--- config.mk ---
export PLATFORM = sky130hd
export DESIGN_NAME = fp32_unpack_norm
export DESIGN_NICKNAME = d
export VERILOG_FILES = /design/src/rtl/fp32_pkg.sv /design/src/rtl/fp32_class_decode.sv /design/src/rtl/fp32_unpack_norm.sv
export SDC_FILE = /design/constraint.sdc
export NUM_CORES = 1
export LEC_CHECK = 0
export CAP_MARGIN = 20
export CORE_MARGIN = 8
export CORE_UTILIZATION = 43
export CTS_BUF_LIST = sky130_fd_sc_hd__clkbuf_8
export DETAILED_ROUTE_END_ITERATION = 16
export GPL_ROUTABILITY_DRIVEN = 0
export PLACE_DENSITY = 0.73
export SETUP_SLACK_MARGIN = 0.05
export SLEW_MARGIN = 20
export SYNTH_ARGS = -nofsm -noshare
export SYNTH_HDL_FRONTEND = slang
export SYNTH_HIERARCHICAL = 1
export SYNTH_SLANG_ARGS = --single-unit
--- constraint.sdc ---
create_clock -name clk -period 2.41 [get_ports clk]
set_input_delay 0.482 -clock clk [delete_from_list [all_inputs] [get_ports clk]]
set_output_delay 0.482 -clock clk [all_outputs]
set_load 0.02 [all_outputs]
--- src/rtl/fp32_pkg.sv ---
// Shared FP32 field widths, class encodings and helpers for the unpack/normalize block.
package fp32_pkg;

  localparam int unsigned WORD_W  = 32;
  localparam int unsigned EXP_W   = 8;
  localparam int unsigned FRAC_W  = 23;
  localparam int unsigned MANT_W  = 24;
  localparam int unsigned OEXP_W  = 10;
  localparam int unsigned CLASS_W = 3;
  localparam int unsigned LZC_W   = 5;

  localparam int FP32_BIAS  = 127;
  localparam int EXP_INFNAN = 128;
  localparam int EXP_SUBN   = -126;

  typedef enum logic [CLASS_W-1:0] {
    CLS_ZERO = 3'd0,
    CLS_SUBN = 3'd1,
    CLS_NORM = 3'd2,
    CLS_INF  = 3'd3,
    CLS_QNAN = 3'd4,
    CLS_SNAN = 3'd5
  } fp_class_e;

  typedef enum logic [1:0] {
    IDLE = 2'd0,
    NORM = 2'd1,
    HOLD = 2'd2
  } norm_state_e;

  typedef struct packed {
    logic              sign;
    logic [EXP_W-1:0]  exp;
    logic [FRAC_W-1:0] frac;
  } fp32_t;

  // Leading-zero count of a significand; returns MANT_W for an all-zero input.
  function automatic logic [LZC_W-1:0] lzc_mant(input logic [MANT_W-1:0] m);
    logic [LZC_W-1:0] n;
    logic             found;
    n     = LZC_W'(MANT_W);
    found = 1'b0;
    for (int i = MANT_W - 1; i >= 0; i--) begin
      if (!found && m[i]) begin
        n     = LZC_W'(int'(MANT_W) - 1 - i);
        found = 1'b1;
      end
    end
    return n;
  endfunction

endpackage

--- src/rtl/fp32_class_decode.sv ---
// Combinational split of an FP32 word into sign/exponent/fraction fields plus class.
module fp32_class_decode
  import fp32_pkg::*;
(
  input  logic [WORD_W-1:0] word,
  output fp_class_e         class_c,
  output logic              sign_c,
  output logic [EXP_W-1:0]  exp_field_c,
  output logic [FRAC_W-1:0] frac_field_c
);

  fp32_t f;

  assign f            = fp32_t'(word);
  assign sign_c       = f.sign;
  assign exp_field_c  = f.exp;
  assign frac_field_c = f.frac;

  // All-ones exponent is inf/NaN; fraction MSB separates quiet from signalling NaN.
  always_comb begin
    class_c = CLS_NORM;
    if (f.exp == '0) begin
      class_c = (f.frac == '0) ? CLS_ZERO : CLS_SUBN;
    end else if (f.exp == '1) begin
      if (f.frac == '0) begin
        class_c = CLS_INF;
      end else begin
        class_c = f.frac[FRAC_W-1] ? CLS_QNAN : CLS_SNAN;
      end
    end
  end

endmodule

--- src/rtl/fp32_unpack_norm.sv ---
// FP32 unpacker: classifies an operand and normalizes subnormals by iterative left shift.
// Define FP32_UNPACK_DAZ_EN to flush subnormals to zero instead of normalizing them.
module fp32_unpack_norm
  import fp32_pkg::*;
#(
  parameter int unsigned SHIFT_STEP = 1
) (
  input  logic               clk,
  input  logic               rst,
  input  logic               in_valid,
  output logic               in_ready,
  input  logic [WORD_W-1:0]  in_data,
  output logic               out_valid,
  input  logic               out_ready,
  output logic               out_sign,
  output logic [OEXP_W-1:0]  out_exp,
  output logic [MANT_W-1:0]  out_mant,
  output logic [CLASS_W-1:0] out_class
);

  localparam logic [LZC_W-1:0] STEP = LZC_W'(SHIFT_STEP);

  norm_state_e       state, state_n;
  fp_class_e         class_r, class_n;
  logic              in_ready_n, out_valid_n, sign_n;
  logic [OEXP_W-1:0] exp_n;
  logic [MANT_W-1:0] mant_n;

  fp_class_e         dec_class_c;
  logic              dec_sign_c;
  logic [EXP_W-1:0]  dec_exp_c;
  logic [FRAC_W-1:0] dec_frac_c;

  logic [LZC_W-1:0]  lz_c, sh_c;
  logic [MANT_W-1:0] shifted_c;

  fp32_class_decode u_decode (
    .word         (in_data),
    .class_c      (dec_class_c),
    .sign_c       (dec_sign_c),
    .exp_field_c  (dec_exp_c),
    .frac_field_c (dec_frac_c)
  );

  // One normalization step: shift by at most STEP, never past the leading one.
  assign lz_c      = lzc_mant(out_mant);
  assign sh_c      = (lz_c < STEP) ? lz_c : STEP;
  assign shifted_c = out_mant << sh_c;
  assign out_class = CLASS_W'(class_r);

  always_ff @(posedge clk or posedge rst) begin
    if (rst) begin
      state     <= IDLE;
      in_ready  <= 1'b0;
      out_valid <= 1'b0;
      out_sign  <= 1'b0;
      out_exp   <= '0;
      out_mant  <= '0;
      class_r   <= CLS_ZERO;
    end else begin
      state     <= state_n;
      in_ready  <= in_ready_n;
      out_valid <= out_valid_n;
      out_sign  <= sign_n;
      out_exp   <= exp_n;
      out_mant  <= mant_n;
      class_r   <= class_n;
    end
  end

  always_comb begin
    state_n = state;
    sign_n  = out_sign;
    exp_n   = out_exp;
    mant_n  = out_mant;
    class_n = class_r;

    case (state)
      IDLE: begin
        if (in_valid && in_ready) begin
          sign_n  = dec_sign_c;
          class_n = dec_class_c;
          state_n = HOLD;
          case (dec_class_c)
            CLS_NORM: begin
              exp_n  = OEXP_W'(dec_exp_c) - OEXP_W'(FP32_BIAS);
              mant_n = {1'b1, dec_frac_c};
            end
            CLS_INF, CLS_QNAN, CLS_SNAN: begin
              exp_n  = OEXP_W'(EXP_INFNAN);
              mant_n = {1'b0, dec_frac_c};
            end
            CLS_SUBN: begin
`ifdef FP32_UNPACK_DAZ_EN
              class_n = CLS_ZERO;
              exp_n   = '0;
              mant_n  = '0;
`else
              exp_n   = OEXP_W'(EXP_SUBN);
              mant_n  = {1'b0, dec_frac_c};
              state_n = NORM;
`endif
            end
            default: begin
              exp_n  = '0;
              mant_n = '0;
            end
          endcase
        end
      end
      NORM: begin
        mant_n = shifted_c;
        exp_n  = out_exp - OEXP_W'(sh_c);
        if (shifted_c[MANT_W-1]) begin
          state_n = HOLD;
        end
      end
      HOLD: begin
        if (out_ready) begin
          state_n = IDLE;
        end
      end
      default: state_n = IDLE;
    endcase

    in_ready_n  = (state_n == IDLE);
    out_valid_n = (state_n == HOLD);
  end

endmodule

# ---- Yosys cells after proc, flatten, opt, wreduce, memory -nomap -nowiden
# Index checks and enable logic that the tools add are counted.
dict set report totals {
  ff_bits 42
  out_inout_bits 40
  inputBits 36
  wordCells 141
}
dict set report classes {
  n_lt_le_gt_ge 1
  addsub 2
  shift 1
  eq_ne 10
  reduce_logical 56
  n_mux 64
}
# op count
set op_table {}
lappend op_table {{2-to-1 mux 5 bit} 25}
lappend op_table {{one-hot mux 24 bit (2 select lines)} 2}
lappend op_table {{one-hot mux 10 bit (3 select lines)} 1}
lappend op_table {{2-to-1 mux 1 bit} 25}
lappend op_table {{logical AND 1 bit} 24}
lappend op_table {{2-to-1 mux 24 bit} 1}
lappend op_table {{<< shifter 24 x 5 -> 24 bit} 1}
lappend op_table {{zero test 1 bit} 23}
lappend op_table {{zero test 23 bit} 1}
lappend op_table {{one-hot mux 10 bit (2 select lines)} 1}
lappend op_table {{2-to-1 mux 10 bit} 1}
lappend op_table {{subtractor 10 x 5 -> 10 bit} 1}
lappend op_table {{2-to-1 mux 3 bit} 3}
lappend op_table {{subtractor 8 x 7 -> 9 bit, second input constant} 1}
lappend op_table {{equality test 8 bit, second input constant} 1}
lappend op_table {{zero test 8 bit} 1}
lappend op_table {{2-to-1 mux 2 bit} 4}
lappend op_table {{equality test 3 x 2 -> 1 bit, second input constant} 2}
lappend op_table {{equality test 3 bit, second input constant} 2}
lappend op_table {{one-hot mux 2 bit (3 select lines)} 1}
lappend op_table {{less-than comparator 5 x 1 -> 1 bit, second input constant} 1}
lappend op_table {{equality test 2 bit, second input constant} 2}
lappend op_table {{zero test 2 bit} 2}
lappend op_table {{AND reduction 2 bit} 2}
lappend op_table {{other kinds (6)} 6}

# ---- Depth between registers and ports, before layout
# Gate-level depths: netlist of run 1.
dict set report depth {
  word_depth 76
  depth_mapped 11
  depth_no_buf 9
}

# ---- By module
# Netlist of run 1, hierarchy kept.
# mod cells_each area_per_inst_um2 instances
set by_module_without_submodules {}
lappend by_module_without_submodules {fp32_unpack_norm 238 2283.4 1}
lappend by_module_without_submodules {fp32_class_decode 49 374.1 1}

# ---- Worst setup path after synthesis of run 1
# OpenSTA, ideal clock, no wires.
dict set report synth_timing {
  path_kind {in2reg}
  from {input port in_data[10]}
  to {register out_mant[10]}
  required_ps 2283
  arrival_ps 2343
  path_buffers 2
  path_stages 11
  slack_ps -60
  setup_time_ps 127
  cell_sequence {nor4_1 -> and4_1 -> a31o_1 -> o21ai_0 -> nor3_1 -> a211oi_4 -> and2_1 -> buf_6 -> buf_6 -> a222oi_1 -> inv_1}
}
dict set report synth_between {
  elab_chain_len 9
}
# element line
set synth_rtl {}
lappend synth_rtl {{start: declaration} fp32_unpack_norm.sv:12} ;# input logic [WORD_W-1:0] in_data,
lappend synth_rtl {{zero test 23 bit (*)} {fp32_class_decode.sv:23, fp32_class_decode.sv:25}}
lappend synth_rtl {{2-to-1 mux 3 bit} fp32_class_decode.sv:25} ;# if (f.frac == '0) begin
lappend synth_rtl {{2-to-1 mux 3 bit} fp32_class_decode.sv:24} ;# end else if (f.exp == '1) begin
lappend synth_rtl {{2-to-1 mux 3 bit (*)} fp32_class_decode.sv:22} ;# if (f.exp == '0) begin
lappend synth_rtl {{named net dec_class_c[0]} fp32_unpack_norm.sv:29} ;# fp_class_e dec_class_c;
lappend synth_rtl {{equality test 3 x 1 -> 1 bit (tied with other cells)} fp32_unpack_norm.sv:84} ;# case (dec_class_c)
lappend synth_rtl {{OR reduction 4 bit (no source line)} n/a}
lappend synth_rtl {{one-hot mux 24 bit (2 select lines) (*)} fp32_unpack_norm.sv:84}
lappend synth_rtl {{2-to-1 mux 24 bit (*)} fp32_unpack_norm.sv:80} ;# if (in_valid && in_ready) begin
lappend synth_rtl {{one-hot mux 24 bit (2 select lines) (*)} fp32_unpack_norm.sv:78} ;# case (state)
lappend synth_rtl {{end signal: assignment} fp32_unpack_norm.sv:66} ;# out_mant <= mant_n;
lappend synth_rtl {{end: declaration} fp32_unpack_norm.sv:17} ;# output logic [MANT_W-1:0] out_mant,
# The timed path passes the listed nets; every way through them passes the cells marked *. The select of a mux whose other input is x is not followed.
# A chain may end at the register's enable or synchronous reset.

# ---- Worst setup path after layout of run 1
dict set report layout_timing {
  from {input port in_data[10]}
  to {register out_exp[8]}
}
dict set report layout_between {
  elab_chain_len 9
}
# element line
set layout_rtl {}
lappend layout_rtl {{zero test 23 bit (*)} fp32_class_decode.sv:25}
lappend layout_rtl {{2-to-1 mux 3 bit (*)} fp32_class_decode.sv:25}
lappend layout_rtl {{2-to-1 mux 3 bit (*)} fp32_class_decode.sv:24}
lappend layout_rtl {{2-to-1 mux 3 bit (*)} fp32_class_decode.sv:22}
lappend layout_rtl {{named net dec_class_c[2]} fp32_unpack_norm.sv:29}
lappend layout_rtl {{equality test 3 x 2 -> 1 bit / equality test 3 bit (equally long branches)} fp32_unpack_norm.sv:84}
lappend layout_rtl {{OR reduction 3 bit} fp32_unpack_norm.sv:84}
lappend layout_rtl {{one-hot mux 10 bit (3 select lines) (*)} fp32_unpack_norm.sv:84}
lappend layout_rtl {{2-to-1 mux 10 bit (*)} fp32_unpack_norm.sv:80}
lappend layout_rtl {{one-hot mux 10 bit (2 select lines) (*)} fp32_unpack_norm.sv:78}
lappend layout_rtl {{end signal: assignment} fp32_unpack_norm.sv:65} ;# out_exp <= exp_n;
lappend layout_rtl {{end: declaration} fp32_unpack_norm.sv:16} ;# output logic [OEXP_W-1:0] out_exp,
# Marks and branches as above.

==> flow_metrics.env, run 1 <==
export IMPL_status="finished clean"
export IMPL_cp_start_kind="input port"
export IMPL_gr_total_overflow=0
export IMPL_num_vias=2487
export IMPL_power_density_nw_per_um2=1020
export IMPL_ir_worst_vdd_mv=0.643
export IMPL_seqCellArea_um2=1050
export IMPL_clkLatencyLatePin_ns=0.29
export IMPL_dp_hpwl_um=5580
export IMPL_skew_ns=0.00742
export IMPL_worstHoldPathType="in2reg"
export IMPL_layout_cells_non_filler=450
export IMPL_die_h_um=94.6
export IMPL_drive_gt1_share_pct=24.8
export IMPL_critPathKind="in2reg"
export IMPL_portBuffers=75
export IMPL_power_leakage_nw=1.71
export IMPL_synthToLayoutAreaGrowth_pct=42.8
export IMPL_ys_seq_area_share_pct=39.5
export IMPL_synth_ff_type="dfrtp_1"
export IMPL_total_power_w=0.00387
export IMPL_ys_top_cells_by_count="42 x dfrtp_1, 33 x buf_4, 32 x nand2_1"
export IMPL_io_pins=76
export IMPL_start_util_pct=44.6
export IMPL_maxSlewHeadroom_pct=64.4
export IMPL_critPathTopFamily="simple AND/OR/NAND/NOR gates"
export IMPL_wl_um=7540
export IMPL_drc_errors=0
export IMPL_drtPass1Iterations=6
export IMPL_h_tree_depth=2
export IMPL_cts_root_buf="clkbuf_8"
export IMPL_path_buf_inv=1
export IMPL_die_x_um=94.6
export IMPL_rsz0062_at_grt="no"
export IMPL_hold_viol_final=0
export IMPL_dieArea_um2=8950
export IMPL_grt_start_max_net_pins=43
export IMPL_maxSlewViolCount=0
export IMPL_max_cap_viol_count=0
export IMPL_synth_seq_cells=42
export IMPL_path_max_fanout=3
export IMPL_synth_yosys_warnings=6
export IMPL_netlist_instances=287
export IMPL_worst_pin_slew_ns=0.534
export IMPL_clk_pin_slew_worst_paths_ns=0.08
export IMPL_drt_iter0_markers=154
export IMPL_core_um2=5960
export IMPL_utilization_pct=63.7
export IMPL_crit_chain="dlygate4sd2_1 -> nor4_2 -> and4_4 -> a31oi_4 -> a21oi_4 -> or3b_4 -> a311oi_4 -> o21ai_2 -> o41ai_2 -> a22o_1"
export IMPL_startpoint="in_data[10]"
export IMPL_worst_setup_path_end_kind="register"
export IMPL_worstPathArrival_ns=2.51
export IMPL_dp_slack_ns=-0.844
export IMPL_min_period_ns=2.28
export IMPL_wl_per_cell_um=16.7
export IMPL_tritoncts="yes"
export IMPL_tns_ns=0
export IMPL_finalWorstSetupSlack_ns=0.133
export IMPL_cts_buffers=5
export IMPL_slowest_delay_ns=0.43
export IMPL_fmax_mhz=439
export IMPL_syn_area_per_cell_um2=9.26
export IMPL_synth_edf_count=0
export IMPL_setup_viol=0
export IMPL_netlist_area_um2=2660
export IMPL_cp_slowest_cell="or3b_4"
export IMPL_crit_cells=10
export IMPL_fillCellCount=526
export IMPL_first_global_vias=2576
export IMPL_drtAntennaViolNets=0
export IMPL_std_cell_rows=28
export IMPL_ys_async_sr_fraction_pct=100
export IMPL_r2r_start="out_mant[23]"
export IMPL_r2r_slack_ns=0.24
export IMPL_reg2reg_depth=8
export IMPL_crit_end="out_exp[8]"
export IMPL_synth_cell_types=55
export IMPL_antenna_found_initial=0
export IMPL_min_period_over_period_pct=94.5
export IMPL_grt_pass1_wl_um=12300
export IMPL_nets=418
export IMPL_yosysMostFrequentCell="dfrtp_1"
export IMPL_synth_largest_area_cell="dfrtp_1"
export IMPL_clock_path_buffers=2
export IMPL_dp_cells=433
export IMPL_multi_input_area_um2=1410
export IMPL_vias_per_cell=5.53
export IMPL_diodes=0
export IMPL_synth_area_top_cells="dfrtp_1 40%, buf_4 9.3%, a222oi_1 5.3%"
export IMPL_track_usage_pct=16.9
export IMPL_cp_data_required_time_ns=2.64
export IMPL_synth_top_cell_area_share_pct=39.5
export IMPL_r2r_end="out_exp[8]"
export IMPL_cts_sinks=42
## stage by stage
step	hold WS, ns	instance area, µm²
6_report	0.433	3790
5_1_grt	0.441	3790
4_1_cts	0.427	3730
3_5_place_dp	0.472	3500
3_3_place_gp	0.461	3500
2_1_floorplan	0.589	2690
## layout make-up
cell class / count / share of cell area (%)
clock inverter: 1 / 0.791
inverter: 20 / 1.98
timing repair buffer: 123 / 27.8
clock buffer: 6 / 2.18
tap: 75 / 2.47
multi-input combinational: 183 / 37.1
sequential: 42 / 27.7
## cell families after synthesis
| group | synth area share, % |
|---|---|
| xor+xnor | 2.64 |
| other cells | 0.283 |
| flops | 39.5 |
| simple gates | 17.2 |
| fa+ha+maj | 3.58 |
| buf+inv | 14.6 |
| mux | 0.377 |
| compound gates | 21.8 |
## layout by cell type, fill, tap and decap left out, types with 8 or more instances in the layout
cell type | synthesis | layout
a21oi_1 | 8 | 8
a222oi_1 | 14 | 14
a22oi_1 | 11 | 11
buf_4 | 33 | 42
clkdlybuf4s50_1 | 0 | 44
dfrtp_1 | 42 | 42
dlygate4sd2_1 | 0 | 15
inv_1 | 20 | 20
nand2_1 | 32 | 32
nor2_1 | 9 | 9
o21ai_0 | 14 | 10
## power by group
part	total [W]	switching (W)	internal, W
Clock	0.000565	0.000233	0.000332
Combinational	0.00200	0.00102	0.000979
Sequential	0.00130	0.000295	0.00101
## metal layers
layer	routed length (µm)	part of all wire (%)	track usage, %	vias to the layer above
met1	3190	42	20.9	1209
met3	563	7.5	5.24	9
met4	77	1.0	3.64	0
li1	-	-	-	1189
met2	3710	49	28.2	80
met5	0	0	0	-
## sequential cells by signal, indices dropped and copies added (netlist names)
| register | cells |
|---|---|
| out_mant | 24 |
| out_exp | 10 |
| out_class | 3 |
| state | 2 |
| in_ready | 1 |
| out_sign | 1 |
| out_valid | 1 |
## how the worst min path moves through the flow
stage / from / end / slack, ns / cells past startpoint
finish: in_data[14] / out_mant[14] / 0.43 / 3
global route: in_data[14] / out_mant[14] / 0.44 / 3
CTS: in_data[14] / out_mant[14] / 0.43 / 3
detailed placement: out_class[1] / out_class[1] / 0.47 / 2
global placement: out_sign / out_sign / 0.46 / 2
floorplan: out_sign / out_sign / 0.59 / 2
## timing repair
action	4_1_cts	5_1_grt
gates cloned	1	0
endpoints found under the setup margin	37	32
resized for setup	76	26
pin swaps	19	11
setup buffers	4	5
hold buffers	0	0
## worst register-to-register path, delay by kind of cell (launching register included)
kind	cells	cell delay [ns]
buf+inv	1	0.07
flops	1	0.48
compound gates	3	0.51
fa+ha+maj	2	0.64
simple gates	2	0.35
Power figures use the tool's default switching activity.
==> inputs of run 2 (changes only) <==
--- a/config.mk
+++ b/config.mk
@@ -5,6 +5,7 @@
 export SDC_FILE = /design/constraint.sdc
 export NUM_CORES = 1
 export LEC_CHECK = 0
+export ABC_CLOCK_PERIOD_IN_PS = 2410
 export CAP_MARGIN = 20
 export CORE_MARGIN = 8
 export CORE_UTILIZATION = 43
==> results of run 2 <==
The final DEF is identical to that of run 1; final timing and power are the same.
==> inputs of run 3 (changes only) <==
--- a/config.mk
+++ b/config.mk
@@ -13,7 +13,7 @@
 export DETAILED_ROUTE_END_ITERATION = 16
 export GPL_ROUTABILITY_DRIVEN = 0
 export PLACE_DENSITY = 0.73
-export SETUP_SLACK_MARGIN = 0.05
+export SETUP_SLACK_MARGIN = 0.1
 export SLEW_MARGIN = 20
 export SYNTH_ARGS = -nofsm -noshare
 export SYNTH_HDL_FRONTEND = slang
==> flow_metrics.env, run 3 (synthesized netlist as in run 1, its figures left out) <==
export IMPL_nets=415
export IMPL_power_leakage_nw=1.67
export IMPL_power_density_nw_per_um2=1010
export IMPL_cp_start_kind="input port"
export IMPL_cts_sinks=42
export IMPL_portBuffers=75
export IMPL_grt_pass1_wl_um=13100
export IMPL_tns_ns=0
export IMPL_top_register="out_mant"
export IMPL_drt_iter0_markers=156
export IMPL_layout_cells_non_filler=448
export IMPL_critPathTopFamily="simple AND/OR/NAND/NOR gates"
export IMPL_drtAntennaViolNets=0
export IMPL_h_tree_depth=2
export IMPL_io_pins=76
export IMPL_fmax_mhz=435
export IMPL_finalWorstSetupSlack_ns=0.113
export IMPL_dieArea_um2=8950
export IMPL_max_cap_viol_count=0
export IMPL_worst_setup_path_end_kind="register"
export IMPL_utilization_pct=63.0
export IMPL_clk_pin_slew_worst_paths_ns=0.09
export IMPL_clkLatencyLatePin_ns=0.31
export IMPL_die_x_um=94.6
export IMPL_vias_per_cell=5.65
export IMPL_std_cell_rows=28
export IMPL_start_util_pct=44.6
export IMPL_num_vias=2533
export IMPL_maxSlewViolCount=0
export IMPL_path_buf_inv=1
export IMPL_tritoncts="yes"
export IMPL_cp_data_required_time_ns=2.66
export IMPL_cts_buffers=5
export IMPL_dp_hpwl_um=5650
export IMPL_die_h_um=94.6
export IMPL_drive_gt1_share_pct=24.4
export IMPL_final_common_cell="clkdlybuf4s50_1"
export IMPL_maxSlewHeadroom_pct=63.2
export IMPL_slowest_delay_ns=0.43
export IMPL_critPathKind="in2reg"
export IMPL_drc_errors=0
export IMPL_gr_total_overflow=0
export IMPL_antenna_found_initial=0
export IMPL_dp_cells=433
export IMPL_dp_slack_ns=-0.818
export IMPL_worstPathArrival_ns=2.54
export IMPL_status="finished clean"
export IMPL_ir_worst_vdd_mv=0.701
export IMPL_clock_path_buffers=2
export IMPL_hold_viol_final=0
export IMPL_skew_ns=0.00636
export IMPL_path_max_fanout=3
export IMPL_wl_per_cell_um=17.3
export IMPL_synthToLayoutAreaGrowth_pct=41.3
export IMPL_wl_um=7770
export IMPL_core_um2=5960
export IMPL_worst_pin_slew_ns=0.552
export IMPL_total_power_w=0.00381
export IMPL_fillCellCount=534
export IMPL_track_usage_pct=18.1
export IMPL_setup_viol=0
export IMPL_cts_root_buf="clkbuf_8"
export IMPL_drtPass1Iterations=6
export IMPL_crit_chain="buf_6 -> nor4_4 -> and4_4 -> a31oi_4 -> a21oi_4 -> or3b_4 -> a311oi_4 -> o21ai_4 -> o41ai_2 -> a22o_1"
export IMPL_min_period_over_period_pct=95.3
export IMPL_worstHoldPathType="in2reg"
export IMPL_min_period_ns=2.30
export IMPL_rsz0062_at_grt="yes"
export IMPL_largest_register_ff_count=24
export IMPL_first_global_vias=2679
export IMPL_grt_start_max_net_pins=43
export IMPL_diodes=0
export IMPL_final_cell_mix="44 x clkdlybuf4s50_1, 42 x dfrtp_1, 42 x buf_4, 32 x nand2_1, 20 x inv_1"
export IMPL_cp_slowest_cell="or3b_4"
==> run 3: changes by cell type in the layout (fill, tap and decap cells not counted), moves of 2 or more <==
cell / previous run / this run
buf_2: 6 / 8
buf_6: 6 / 4
clkbuf_2: 6 / 2
clkdlybuf4s15_1: 4 / 6
clkinvlp_4: 0 / 2
dlygate4sd2_1: 15 / 13
o21ai_0: 10 / 12
o21ai_1: 3 / 1
==> run 3: path summary, 6_finish.rpt <==
path	slack, ns	cells past startpoint	endpoint	from
max reg2reg	0.21	8	out_exp[8]	out_mant[23]
max in group asynchronous	1.43	3	out_exp[1]	rst
min in group asynchronous	0.60	3	out_mant[16]	rst
min reg2reg	0.49	2	out_class[0]	out_class[0]
min	0.44	3	out_mant[14]	in_data[14]
max	0.11	10	out_exp[8]	in_data[20]
==> run 3: what timing repair did <==
item | CTS | global route
setup endpoints to repair | 37 | 25
pin swaps | 16 | 7
gates resized for setup | 92 | 12
hold buffers | 0 | 0
buffers inserted | 5 | 0
cloned | 2 | 0
hold endpoints to repair | 0 | 0
==> run 3: power breakdown <==
group | switching (W) | internal [W]
clock network | 0.000287 | 0.000208
registers | 0.000295 | 0.00101
logic | 0.00104 | 0.000974
total | 0.00162 | 0.00219
==> run 3: per-layer routing <==
layer | vias to the layer above | global-route usage [%] | part of all wire (%)
met5 | - | 0 | 0
met4 | 0 | 4.68 | 1.1
met3 | 7 | 5.56 | 7.5
met2 | 88 | 30.9 | 49
met1 | 1252 | 21.6 | 42
li1 | 1186 | - | -
==> run 3: worst min-delay path, cell delays in order <==
cell and delay, ns:
buf_2 0.11, a222oi_1 0.07, inv_1 0.05
==> run 3: area by class of cell <==
class / count / area [µm²] / share of cell area [%]
inverters: 20 / 75.1 / 2.00
well taps: 75 / 93.8 / 2.50
repair buffers: 120 / 1040 / 27.6
flip-flops and latches: 42 / 1050 / 28.0
clock inverters: 3 / 23.8 / 0.633
multi-input cells: 183 / 1410 / 37.5
clock buffers: 5 / 68.8 / 1.83
==> run 3: per-stage QoR <==
step / hold WS [ns] / area (µm²)
2_1_floorplan: 0.589 / 2690
3_3_place_gp: 0.461 / 3500
3_5_place_dp: 0.470 / 3500
4_1_cts: 0.418 / 3730
5_1_grt: 0.444 / 3750
6_report: 0.443 / 3750
==> RTL change (flow settings as in run 1) <==
Re-encode `norm_state_e` (3 states) as one-hot, 3 bits wide.
--- a/src/rtl/fp32_pkg.sv
+++ b/src/rtl/fp32_pkg.sv
@@ -24,6 +24,6 @@
 
-  typedef enum logic [1:0] {
-    IDLE = 2'd0,
-    NORM = 2'd1,
-    HOLD = 2'd2
+  typedef enum logic [2:0] {
+    IDLE = 3'b001,
+    NORM = 3'b010,
+    HOLD = 3'b100
   } norm_state_e;
Function: no difference found for any inputs over 10 cycles, from zero or initial values and one cycle with rst high; not proved beyond that.
==> RTL change against run 1 <==
Critical path depth rose by 1; routed wire length rose by 7.1%; global-route usage rose by 0.97 points; clock skew rose by 0.0058 ns; sequential share of layout area fell by 0.073 points; power rose by 0.82%; register-to-register slack improved by 0.18 ns; first-iteration DRC count fell by 8.4%; setup slack got worse by 0.12 ns; final area rose by 2.8%; area after synthesis rose by 2.3%; sequential cell count rose by 1; die area rose by 1.9%; highest routed layer unchanged.
==> RTL change: results (changes against run 1) <==
outcome - finished, final reports clean
met3 wire len - 371 um (-34%)
largest net degree at the start of global routing - 44 (+2.3%)
multi-input gate share of total cell area - 0.394 (+0.0227)
Non-Clock Buffer Count - 124 (+0.81%)
Post-synth top cells - 43 x nand2_1, 42 x dfrtp_1, 32 x buf_4
WL/cell - 17.2 um (+2.6%)
Synth Area in Adders - 0.0350 (-0.000807)
GRT Total Usage - 0.178 (+0.00974)
number of distinct library cells after synthesis - 54 (-1.8%)
met1 usage - 0.230 (+0.0218)
signal buffers share of area - 0.279 (+0.000851)
Metal-1 WL - 3.49 mm (+9.5%)
flip-flop and latch area - 1080 sq um (+2.5%)
Pleak - 1.69 nW (-1.2%)
Compound-Gate Fraction of Synth Area - 0.227 (+0.00982)
Multi-In Gates - 213 (+16%)
router iterations before antenna repair - 4 (-2)
r2r setup slk - 0.42 ns (+0.18 ns)
Inverters excl. clock - 5 (-75%)
Final #Nets - 435 (+4.1%)
layout cells sized above 1 - 0.280 (+0.0319)
number of global-route vias before repair - 2647 (+2.8%)
Via density - 5.54 (+0.17%)
met3 Use GR - 0.0339 (-0.0185)
met2 wire length - 4.11 mm (+11%)
mapped cell area - 2720 sq um (+2.3%)
WHS - 0.489 ns (+0.0561 ns)
CP top delay family - compound AO/OA/AOI/OAI gates
worst slew pin tran - 0.548 ns (+0.0148 ns)
r2r startpoint - out_mant[23]$_DFFE_PP0P_
global-route wire length before repair - 12.9 mm (+4.7%)
Clock-cell share - 0.0218 (-0.00786)
Post-CTS Setup Repair Bufs - 2 (-2)
CP max stage delay - 0.40 ns (-0.03 ns)
grt met2 use - 0.292 (+0.0101)
placed instance area - 3650 sq um (+4.2%)
CP arrival - 2.63 ns (+0.12 ns)
skew final - 0.0132 ns (+0.00583 ns)
sequential area share after synthesis - 0.396 (+0.000746)
largest cells by area after synthesis - dfrtp_1 39%, buf_4 8.8%, a22oi_1 6.4%
peak supply drop - 0.000504 V (-22%)
critical path capture point - out_exp[9]$_DFFE_PP0P_
post-synthesis mux area share - 0.00368 (-0.0000849)
Yosys reg bits - 43 (+2.4%)
RTL change: cell count changes in the layout (fill, tap and decap cells not counted), sizes merged, moves of 6 or more:
cell,before,now
a22oi,11,23
nor3,10,4
nand2,32,43
a222oi,14,0
inv,20,5
o21ai,15,34
RTL change: per-stage QoR:
| step | utilization | TNS [ns] | worst slack (ns) | power, mW | std cells |
|---|---|---|---|---|---|
| 2_1_floorplan | - | -0.0192 | -0.0192 | 2.46 | 306 |
| 3_3_place_gp | 0.585 | -25.02 | -0.814 | 3.36 | 458 |
| 3_5_place_dp | 0.585 | -25.09 | -0.822 | 3.41 | 458 |
| 4_1_cts | 0.603 | -0.00679 | -0.00679 | 3.87 | 468 |
| 5_1_grt | 0.625 | -0.0658 | -0.0639 | 4.17 | 470 |
| 6_report | 0.625 | 0 | 0.0161 | 3.90 | 470 |
RTL change: power by group:
part | internal (mW) | switching (mW)
clock network | 0.199 | 0.259
registers | 1.04 | 0.325
logic | 0.974 | 1.10
total | 2.22 | 1.69
